### src/rtl/platform_gen_if.sv
// Signal bundle between the platform generator and the player-movement side.
// The player side drives start/is_dead; the generator drives the track outputs.
interface platform_gen_if;
  logic        start;
  logic        is_dead;
  logic [2:0]  lines;
  logic        seg_valid;
  logic [10:0] seg_count;
  logic [1:0]  state_o;

  modport master (
    output start, is_dead,
    input  lines, seg_valid, seg_count, state_o
  );

  modport slave (
    input  start, is_dead,
    output lines, seg_valid, seg_count, state_o
  );
endinterface

### src/rtl/platform_gen.sv
// Track platform generator: shows all lines during warm-up, then emits one
// survivable LFSR-derived 3-line pattern per segment until the player dies.
module platform_gen #(
  parameter int unsigned SEG_LEN     = 130,     // 2..65535
  parameter int unsigned WARMUP_SEGS = 1,       // must be at least 1
  parameter logic [15:0] LFSR_SEED   = 16'hACE1
) (
  input  logic          clk,
  input  logic          rst_n,
  platform_gen_if.slave bus
);

  localparam logic [15:0] SEG_LAST  = 16'(SEG_LEN - 1);
  localparam logic [15:0] WARM_LAST = 16'(WARMUP_SEGS - 1);

  typedef enum logic [1:0] {
    ST_IDLE   = 2'b00,
    ST_WARMUP = 2'b01,
    ST_RUN    = 2'b10,
    ST_DEAD   = 2'b11
  } state_t;

  state_t      state_q;
  logic [15:0] timer_q;
  logic [15:0] warm_cnt_q;
  logic [15:0] lfsr_q;
  logic [2:0]  lines_q;
  logic        seg_valid_q;
  logic [10:0] seg_count_q;

  logic        at_boundary_s;
  logic [15:0] lfsr_d;
  logic [2:0]  cand_s;
  logic [2:0]  lines_d;
  logic [10:0] seg_count_d;

  // Galois right-shift form of x^16+x^14+x^13+x^11+1
  function automatic logic [15:0] lfsr_step(input logic [15:0] cur);
    logic [15:0] nxt;
    nxt = {1'b0, cur[15:1]};
    if (cur[0]) begin
      nxt = nxt ^ 16'hB400;
    end else begin
      nxt = nxt;
    end
    return nxt;
  endfunction

  // Next pattern: never empty, and always shares a line with the current one
  always_comb begin
    at_boundary_s = (timer_q == SEG_LAST);
    lfsr_d        = lfsr_step(lfsr_q);
    cand_s        = (lfsr_d[2:0] == 3'b000) ? 3'b111 : lfsr_d[2:0];
    lines_d       = ((cand_s & lines_q) == 3'b000) ? (cand_s | lines_q) : cand_s;
    seg_count_d   = (seg_count_q == 11'h7FF) ? seg_count_q : (seg_count_q + 11'd1);
  end

  // Game FSM; is_dead outranks a coincident segment boundary
  always_ff @(posedge clk or negedge rst_n) begin
    if (!rst_n) begin
      state_q     <= ST_IDLE;
      timer_q     <= 16'd0;
      warm_cnt_q  <= 16'd0;
      lfsr_q      <= LFSR_SEED;
      lines_q     <= 3'b111;
      seg_valid_q <= 1'b0;
      seg_count_q <= 11'd0;
    end else begin
      seg_valid_q <= 1'b0;
      case (state_q)
        ST_IDLE: begin
          timer_q <= 16'd0;
          lines_q <= 3'b111;
          if (bus.start) begin
            state_q     <= ST_WARMUP;
            warm_cnt_q  <= 16'd0;
            seg_count_q <= 11'd0;
          end
        end
        ST_WARMUP: begin
          if (bus.is_dead) begin
            state_q <= ST_DEAD;
            lines_q <= 3'b000;
          end else if (at_boundary_s) begin
            timer_q <= 16'd0;
            if (warm_cnt_q == WARM_LAST) begin
              state_q     <= ST_RUN;
              lfsr_q      <= lfsr_d;
              lines_q     <= lines_d;
              seg_valid_q <= 1'b1;
              seg_count_q <= seg_count_d;
            end else begin
              warm_cnt_q <= warm_cnt_q + 16'd1;
            end
          end else begin
            timer_q <= timer_q + 16'd1;
          end
        end
        ST_RUN: begin
          if (bus.is_dead) begin
            state_q <= ST_DEAD;
            lines_q <= 3'b000;
          end else if (at_boundary_s) begin
            timer_q     <= 16'd0;
            lfsr_q      <= lfsr_d;
            lines_q     <= lines_d;
            seg_valid_q <= 1'b1;
            seg_count_q <= seg_count_d;
          end else begin
            timer_q <= timer_q + 16'd1;
          end
        end
        ST_DEAD: begin
          timer_q <= 16'd0;
          if (bus.start) begin
            state_q     <= ST_WARMUP;
            warm_cnt_q  <= 16'd0;
            seg_count_q <= 11'd0;
            lines_q     <= 3'b111;
          end
        end
        default: begin
          state_q <= ST_IDLE;
          timer_q <= 16'd0;
          lines_q <= 3'b111;
        end
      endcase
    end
  end

  assign bus.lines     = lines_q;
  assign bus.seg_valid = seg_valid_q;
  assign bus.seg_count = seg_count_q;
  assign bus.state_o   = state_q;

endmodule

### src/flat_wrapper.sv
// flat-port wrapper written by rule: the top's interface ports become plain ports
module platform_gen_flat 
#(
  parameter int unsigned SEG_LEN     = 130,                
  parameter int unsigned WARMUP_SEGS = 1,                            
  parameter logic [15:0] LFSR_SEED   = 16'hACE1
)
  (clk, rst_n, bus_start, bus_is_dead, bus_lines, bus_seg_valid, bus_seg_count, bus_state_o);
  platform_gen_if bus_i ();
  input  logic clk;
  input  logic rst_n;
  input wire logic [$bits(bus_i.start)-1:0] bus_start;
  input wire logic [$bits(bus_i.is_dead)-1:0] bus_is_dead;
  output wire logic [$bits(bus_i.lines)-1:0] bus_lines;
  output wire logic [$bits(bus_i.seg_valid)-1:0] bus_seg_valid;
  output wire logic [$bits(bus_i.seg_count)-1:0] bus_seg_count;
  output wire logic [$bits(bus_i.state_o)-1:0] bus_state_o;
  assign bus_i.start = bus_start;
  assign bus_i.is_dead = bus_is_dead;
  assign bus_lines = bus_i.lines;
  assign bus_seg_valid = bus_i.seg_valid;
  assign bus_seg_count = bus_i.seg_count;
  assign bus_state_o = bus_i.state_o;
  platform_gen #(.SEG_LEN(SEG_LEN), .WARMUP_SEGS(WARMUP_SEGS), .LFSR_SEED(LFSR_SEED)) u_core (.clk(clk), .rst_n(rst_n), .bus(bus_i));
endmodule
### config.mk
export PLATFORM = sky130hd
export DESIGN_NAME = platform_gen_flat
export DESIGN_NICKNAME = d
export VERILOG_FILES = /design/src/rtl/platform_gen_if.sv /design/src/rtl/platform_gen.sv /design/src/flat_wrapper.sv
export SDC_FILE = /design/constraint.sdc
export NUM_CORES = 1
export LEC_CHECK = 0
export CAP_MARGIN = 20
export CORE_MARGIN = 2
export CORE_UTILIZATION = 35
export CTS_BUF_LIST = sky130_fd_sc_hd__clkbuf_4 sky130_fd_sc_hd__clkbuf_8
export CTS_CLUSTER_DIAMETER = 100
export DETAILED_ROUTE_END_ITERATION = 6
export HOLD_SLACK_MARGIN = 0.03
export PLACE_DENSITY = 0.53
export REMOVE_ABC_BUFFERS = 1
export SYNTH_ARGS = -nofsm -noshare
export SYNTH_HDL_FRONTEND = slang
export SYNTH_SLANG_ARGS = --single-unit
### constraint.sdc
create_clock -name clk -period 5.46 [get_ports clk]
set_input_delay 1.638 -clock clk [delete_from_list [all_inputs] [get_ports clk]]
set_output_delay 1.638 -clock clk [all_outputs]
set_load 0.05 [all_outputs]
==> results.sh, run 1 <==
export IMPL_syn_to_final_growth_pct=14.47
export IMPL_synth_cells=381
export IMPL_cts_made_buffers=9
export IMPL_cts_hold_buf=0
export IMPL_cp_required_ns=5.65
export IMPL_viasPerCell=5.521
export IMPL_yosysSeqAreaShare=0.4361
export IMPL_antenna_cells=0
export IMPL_cts_resized=0
export IMPL_multiInputGateArea_um2=1954
export IMPL_timing_hold_ws_ns=0.5131
export IMPL_crit_buf_inv=1
export IMPL_cp_slowest_cell="or4b_2"
export IMPL_fin_crit_sh=0.7714
export IMPL_die_h_um=107.7
export IMPL_place_area_um2=4069
export IMPL_ys_ff_latch=65
export IMPL_grt_max_degree=35
export IMPL_cts_buffer_depth=2
export IMPL_synthDistinctLibCells=59
export IMPL_grt_pass1_vias=2978
export IMPL_fmax_mhz=237.4
export IMPL_synth_most_common_cell="dfrtp_1"
export IMPL_ir_drop_mv=0.2903
export IMPL_wl_um=8493
export IMPL_die_x_um=107.7
export IMPL_final_max_slew_viol_count=0
export IMPL_drive_above_1_share=0.1580
export IMPL_crit_arrival_ns=4.40
export IMPL_coreArea_um2=10370
export IMPL_dieArea_um2=11590
export IMPL_cts_sinks=65
export IMPL_pin_count=21
export IMPL_syn_avg_cell_area_um2=9.872
export IMPL_synth_top_cell_by_area="dfrtp_1"
export IMPL_dp_hpwl_um=5672
export IMPL_portBuffers=20
export IMPL_cp_top_family="simple AND/OR/NAND/NOR gates"
export IMPL_area_sequential_um2=1640
export IMPL_grt_pass1_wl_um=14400
export IMPL_p_per_area_nw_per_um2=511.0
export IMPL_p_leak_nw=1.749
export IMPL_first_pass_iters=6
export IMPL_rsz0062_at_grt="false"
export IMPL_max_slew_margin=0.4119
export IMPL_grt_overflow_total=0
export IMPL_worst_slew_pin_slew_ns=0.8710
export IMPL_post_drt_wl_per_cell_um=15.70
export IMPL_clockRootBuffer="clkbuf_8"
export IMPL_synth_top_area_frac=0.3593
export IMPL_clock_latency_ns=0.35
export IMPL_fin_crit_ns=4.212
export IMPL_path_clk_slew_ns=0.08
export IMPL_drt_initial_drc_count=117
export IMPL_setup_viol=0
export IMPL_fin_area_um2=4305
export IMPL_yosys_warnings=0
export IMPL_synthTopCellsByArea="dfrtp_1, dfstp_2, mux2_4"
export IMPL_syn_cell_area_um2=3761
export IMPL_endpoint_kind="flop"
export IMPL_place_gp_congestion=0.8282
export IMPL_initial_core_util=0.3627
export IMPL_grt_antenna_before_repair=0
export IMPL_path_max_fanout=18
export IMPL_fp_row_count=37
export IMPL_outcome="completed"
export IMPL_fin_nets=413
export IMPL_cpPeakStageDelay_ns=0.75
export IMPL_async_flop_share=1.000
export IMPL_hp_class="flop to flop"
export IMPL_cts_tree="built"
export IMPL_synth_main_ff_cell="dfrtp_1"
export IMPL_synth_commonest_cells="dfrtp_1, nor2_1, inv_1, nand2_1, a31oi_1"
export IMPL_path_cells="clkdlybuf4s50_1 > or4b_2 > or4_4 > o21ai_4 > nand2_2 > o2bb2ai_1"
export IMPL_grt_usage=0.1569
export IMPL_vias=2987
export IMPL_htree_levels=3
export IMPL_post_cts_setup_buffers=0
export IMPL_fin_setup_tns_ns=0
export IMPL_cap_violations=0
export IMPL_finClkSkew_ns=0.01371
export IMPL_critPathKind="input pin to flop"
export IMPL_post_route_drc_count=0
export IMPL_synth_enable_flop_cells=0
export IMPL_fillers=1047
export IMPL_final_core_util=0.4152
export IMPL_cp_start_kind="input pin"
export IMPL_final_antenna_net_count=0
export IMPL_hold_viol_final=0
[flip-flops by register name, summed over array words and instances, names as in the netlist]
register              count
u_core.bus.state_o        2
u_core.lfsr_q            16
u_core.timer_q           16
u_core.warm_cnt_q        16
u_core.bus.seg_count     11
u_core.bus.lines          3
u_core.bus.seg_valid      1
[kinds of logic after synthesis]
kind of cell	Yosys count	share of synthesized area
buf+inv	37	0.04424
compound gates	94	0.1796
mux	14	0.04990
fa+ha+maj	9	0.02994
xor+xnor	14	0.03260
flops	65	0.4361
simple gates	148	0.2276
[layout by cell type (no fill, tap or decap), drive strengths merged, types with 4 or more instances in the layout]
cell,netlist,final
and2,11,11
nor3b,4,4
o21a,6,6
o21ai,14,14
nor2b,5,5
nand4,10,10
mux2,14,14
or3,6,6
o2bb2ai,10,10
inv,21,23
dfrtp,54,54
nand3,9,9
nor4,10,10
nor3,12,12
xnor2,11,11
dfstp,11,11
o22ai,4,4
a21oi,12,12
nor2,33,33
buf,5,5
clkdlybuf4s50,0,19
nand2,23,23
ha,9,9
or4,6,6
a31oi,18,18
nand2b,4,4
clkbuf,11,11
[through the flow]
stage / power (W) / setup WS [ns] / instances
2_1_floorplan: 0.001439 / 1.892 / 365
5_1_grt: 0.002353 / 1.089 / 541
3_5_place_dp: 0.001725 / 0.8772 / 525
4_1_cts: 0.002222 / 1.252 / 541
3_3_place_gp: 0.001712 / 0.9357 / 525
6_report: 0.002200 / 1.248 / 541
[layer usage]
layer,GRT usage,share of wire,wire [um]
met4,0.06319,0.014,121
met2,0.2444,0.45,3857
met3,0.02906,0.028,234
met5,0,0,0
met1,0.2149,0.50,4279
[cell type report]
type / instances / area share
Multi-Input combinational cell: 279 / 0.4539
Inverter: 21 / 0.01831
Clock buffer: 11 / 0.03516
Timing Repair Buffer: 24 / 0.05231
Sequential cell: 65 / 0.3810
Clock inverter: 5 / 0.01976
Tap cell: 136 / 0.03952
[where the power goes]
group	total (W)	switching [W]	internal, W
combinational	0.000975	0.000592	0.000383
clock	0.000492	0.000206	0.000286
sequential	0.000734	0.000111	0.000623
[path summary, 6_finish.rpt]
kind	from	end	slack (ns)	cells after the start
setup / recovery	bus_is_dead	u_core.warm_cnt_q[8]$_DFFE_PN0P_	1.25	6
hold reg to reg	u_core.lfsr_q[8]$_DFFE_PN0P_	u_core.lfsr_q[7]$_DFFE_PN1P_	0.51	1
setup reg to reg	u_core.bus.state_o[0]$_DFFE_PN0P_	u_core.warm_cnt_q[8]$_DFFE_PN0P_	2.47	9
hold / removal	u_core.lfsr_q[8]$_DFFE_PN0P_	u_core.lfsr_q[7]$_DFFE_PN1P_	0.51	1
min in group asynchronous	rst_n	u_core.warm_cnt_q[0]$_DFFE_PN0P_	1.36	1
max in group asynchronous	rst_n	u_core.lfsr_q[15]$_DFFE_PN1P_	3.13	2
(Power assumes the default switching activity.)
==> inputs of run 2 (changes only) <==
==> constraint.sdc (replaced) <==
create_clock -name clk -period 4.2 [get_ports clk]
set_input_delay 1.26 -clock clk [delete_from_list [all_inputs] [get_ports clk]]
set_output_delay 1.26 -clock clk [all_outputs]
set_load 0.05 [all_outputs]
==> run 2 against run 1 <==
Clock power increased by 25%. Sequential power increased by 31%. Total power increased by 29%. First-iteration DRC count increased by 2.6%. Clock-buffer cell count decreased by 1. Die area unchanged. Wire length decreased by 0.39%. Sequential share of layout area decreased by 0.055 points. Largest power group unchanged. Core utilization increased by 0.060 points. Worst hold slack got worse by 0.0029 ns. Register-to-register slack got worse by 1.2 ns.
==> results.sh, run 2 (same netlist as run 1, synthesis figures left out) <==
export IMPL_fillers=1026
export IMPL_max_slew_margin=0.4429
export IMPL_reg_largest_list="u_core.lfsr_q: 16 flops, u_core.timer_q: 16 flops, u_core.warm_cnt_q: 16 flops"
export IMPL_r2r_slack_ns=1.32
export IMPL_p_leak_nw=1.755
export IMPL_p_per_area_nw_per_um2=659.6
export IMPL_cp_slowest_cell="or4b_2"
export IMPL_post_drt_wl_per_cell_um=15.58
export IMPL_vias=2944
export IMPL_grt_pass1_wl_um=14750
export IMPL_fin_crit_ns=3.399
export IMPL_cap_violations=0
export IMPL_initial_core_util=0.3627
export IMPL_cts_buffer_depth=2
export IMPL_path_clk_slew_ns=0.08
export IMPL_cts_tree="built"
export IMPL_drt_initial_drc_count=120
export IMPL_min_from="u_core.lfsr_q[4]$_DFFE_PN0P_"
export IMPL_use_met3=0.03208
export IMPL_cts_resized=0
export IMPL_hp_class="flop to flop"
export IMPL_cts_made_buffers=9
export IMPL_die_x_um=107.7
export IMPL_coreArea_um2=10370
export IMPL_setup_ws_ns=0.8008
export IMPL_clockRootBuffer="clkbuf_8"
export IMPL_clock_latency_ns=0.34
export IMPL_dp_slack_ns=0.4527
export IMPL_grtUsageMet2=0.2502
export IMPL_cpPeakStageDelay_ns=0.67
export IMPL_busiest_layer="met2"
export IMPL_critPathKind="input pin to flop"
export IMPL_cp_start_kind="input pin"
export IMPL_path_cells="clkdlybuf4s50_1 > or4b_2 > or4_4 > o21ai_4 > and2_1 > o22ai_1"
export IMPL_viasPerCell=5.422
export IMPL_pin_count=21
export IMPL_hold_viol_final=0
export IMPL_cts_hold_buf=0
export IMPL_endpoint_kind="flop"
export IMPL_outcome="completed"
export IMPL_final_common_cell="dfrtp_1"
export IMPL_path_max_fanout=12
export IMPL_rsz0062_at_grt="false"
export IMPL_r2r_start="u_core.warm_cnt_q[0]$_DFFE_PN0P_"
export IMPL_antenna_cells=0
export IMPL_fin_crit_sh=0.8093
export IMPL_worstRegToRegCells=8
export IMPL_syn_to_final_growth_pct=14.64
export IMPL_post_route_drc_count=0
export IMPL_hold_path_endpoint="u_core.lfsr_q[4]$_DFFE_PN0P_"
export IMPL_fin_nets=415
export IMPL_portBuffers=20
export IMPL_ir_drop_mv=0.3365
export IMPL_fp_row_count=37
export IMPL_grt_antenna_before_repair=0
export IMPL_final_max_slew_viol_count=0
export IMPL_htree_levels=3
export IMPL_dp_hpwl_um=5546
export IMPL_fmax_mhz=294.2
export IMPL_final_antenna_net_count=0
export IMPL_grt_pass1_vias=2904
export IMPL_cp_required_ns=4.41
export IMPL_r2r_end="u_core.lfsr_q[1]$_DFFE_PN0P_"
export IMPL_finClkSkew_ns=0.01259
export IMPL_grt_overflow_total=0
export IMPL_layout_common_cells="dfrtp_1, nor2_1, inv_1, nand2_1, clkdlybuf4s50_1"
export IMPL_post_cts_setup_buffers=0
export IMPL_grt_use_met1=0.2215
export IMPL_cts_sinks=65
export IMPL_setup_viol=0
export IMPL_crit_arrival_ns=3.61
export IMPL_first_pass_iters=4
export IMPL_dieArea_um2=11590
export IMPL_worst_slew_pin_slew_ns=0.8357
export IMPL_min_path_cells=1
export IMPL_fin_setup_tns_ns=0
export IMPL_die_h_um=107.7
export IMPL_wl_um=8460
export IMPL_drive_above_1_share=0.1622
export IMPL_grt_max_degree=66
export IMPL_grt_usage=0.1595
export IMPL_place_gp_congestion=0.8047
-- run 2: routing by layer --
layer / vias up / part of all wire
met1: 1451 / 0.50
met2: 37 / 0.47
li1: 1448 / -
met5: - / 0
met3: 8 / 0.022
met4: 0 / 0.010
-- run 2: final cells by class --
type | instances | area (um^2) | area share
clock buffer | 10 | 137.6 | 0.03192
clock inverter | 6 | 90.09 | 0.02089
inverter | 21 | 78.83 | 0.01828
multi-input combinational | 279 | 1954 | 0.4533
sequential | 65 | 1640 | 0.3804
tap | 136 | 170.2 | 0.03947
timing repair buffer | 26 | 240.2 | 0.05572
-- run 2: critical path: cells and delay by family --
kind	cells	cell delay (ns)
buffers and inverters	1	0.44
AOI/OAI and AO/OA	2	0.43
and+or+nand+nor	3	1.47
-- run 2: worst max path at each step --
| stage | startpoint | end | slack (ns) | cells past startpoint |
|---|---|---|---|---|
| finish | bus_is_dead | u_core.warm_cnt_q[11]$_DFFE_PN0P_ | 0.80 | 6 |
| global route | bus_is_dead | u_core.warm_cnt_q[11]$_DFFE_PN0P_ | 0.71 | 6 |
| CTS | bus_is_dead | u_core.warm_cnt_q[8]$_DFFE_PN0P_ | 0.82 | 6 |
| detailed placement | bus_is_dead | u_core.warm_cnt_q[12]$_DFFE_PN0P_ | 0.45 | 6 |
| global placement | bus_is_dead | u_core.warm_cnt_q[2]$_DFFE_PN0P_ | 0.51 | 6 |
| floorplan | bus_is_dead | u_core.warm_cnt_q[11]$_DFFE_PN0P_ | 1.01 | 5 |
-- run 2: through the flow --
| stage | hold slack [ns] | instance area (um^2) | util | total power, W | std cells |
|---|---|---|---|---|---|
| final | 0.5102 | 4312 | 0.4158 | 0.002844 | 543 |
| after global routing | 0.5267 | 4312 | 0.4158 | 0.003055 | 543 |
| after CTS | 0.5124 | 4312 | 0.4158 | 0.002874 | 543 |
| after detailed placement | 0.4932 | 4084 | 0.3938 | 0.002241 | 527 |
| after global placement | 0.4858 | 4084 | 0.3938 | 0.002227 | 527 |
| after floorplan | 0.4750 | 3674 | - | 0.001871 | 365 |
-- run 2: power by group --
group / total, W / internal (W) / switching [W] / leakage [nW]
sequential: 0.000959 / 0.000810 / 0.000149 / 0.839
combinational: 0.00127 / 0.000504 / 0.000765 / 0.803
clock: 0.000616 / 0.000353 / 0.000263 / 0.113
total: 0.00284 / 0.00167 / 0.00118 / 1.75
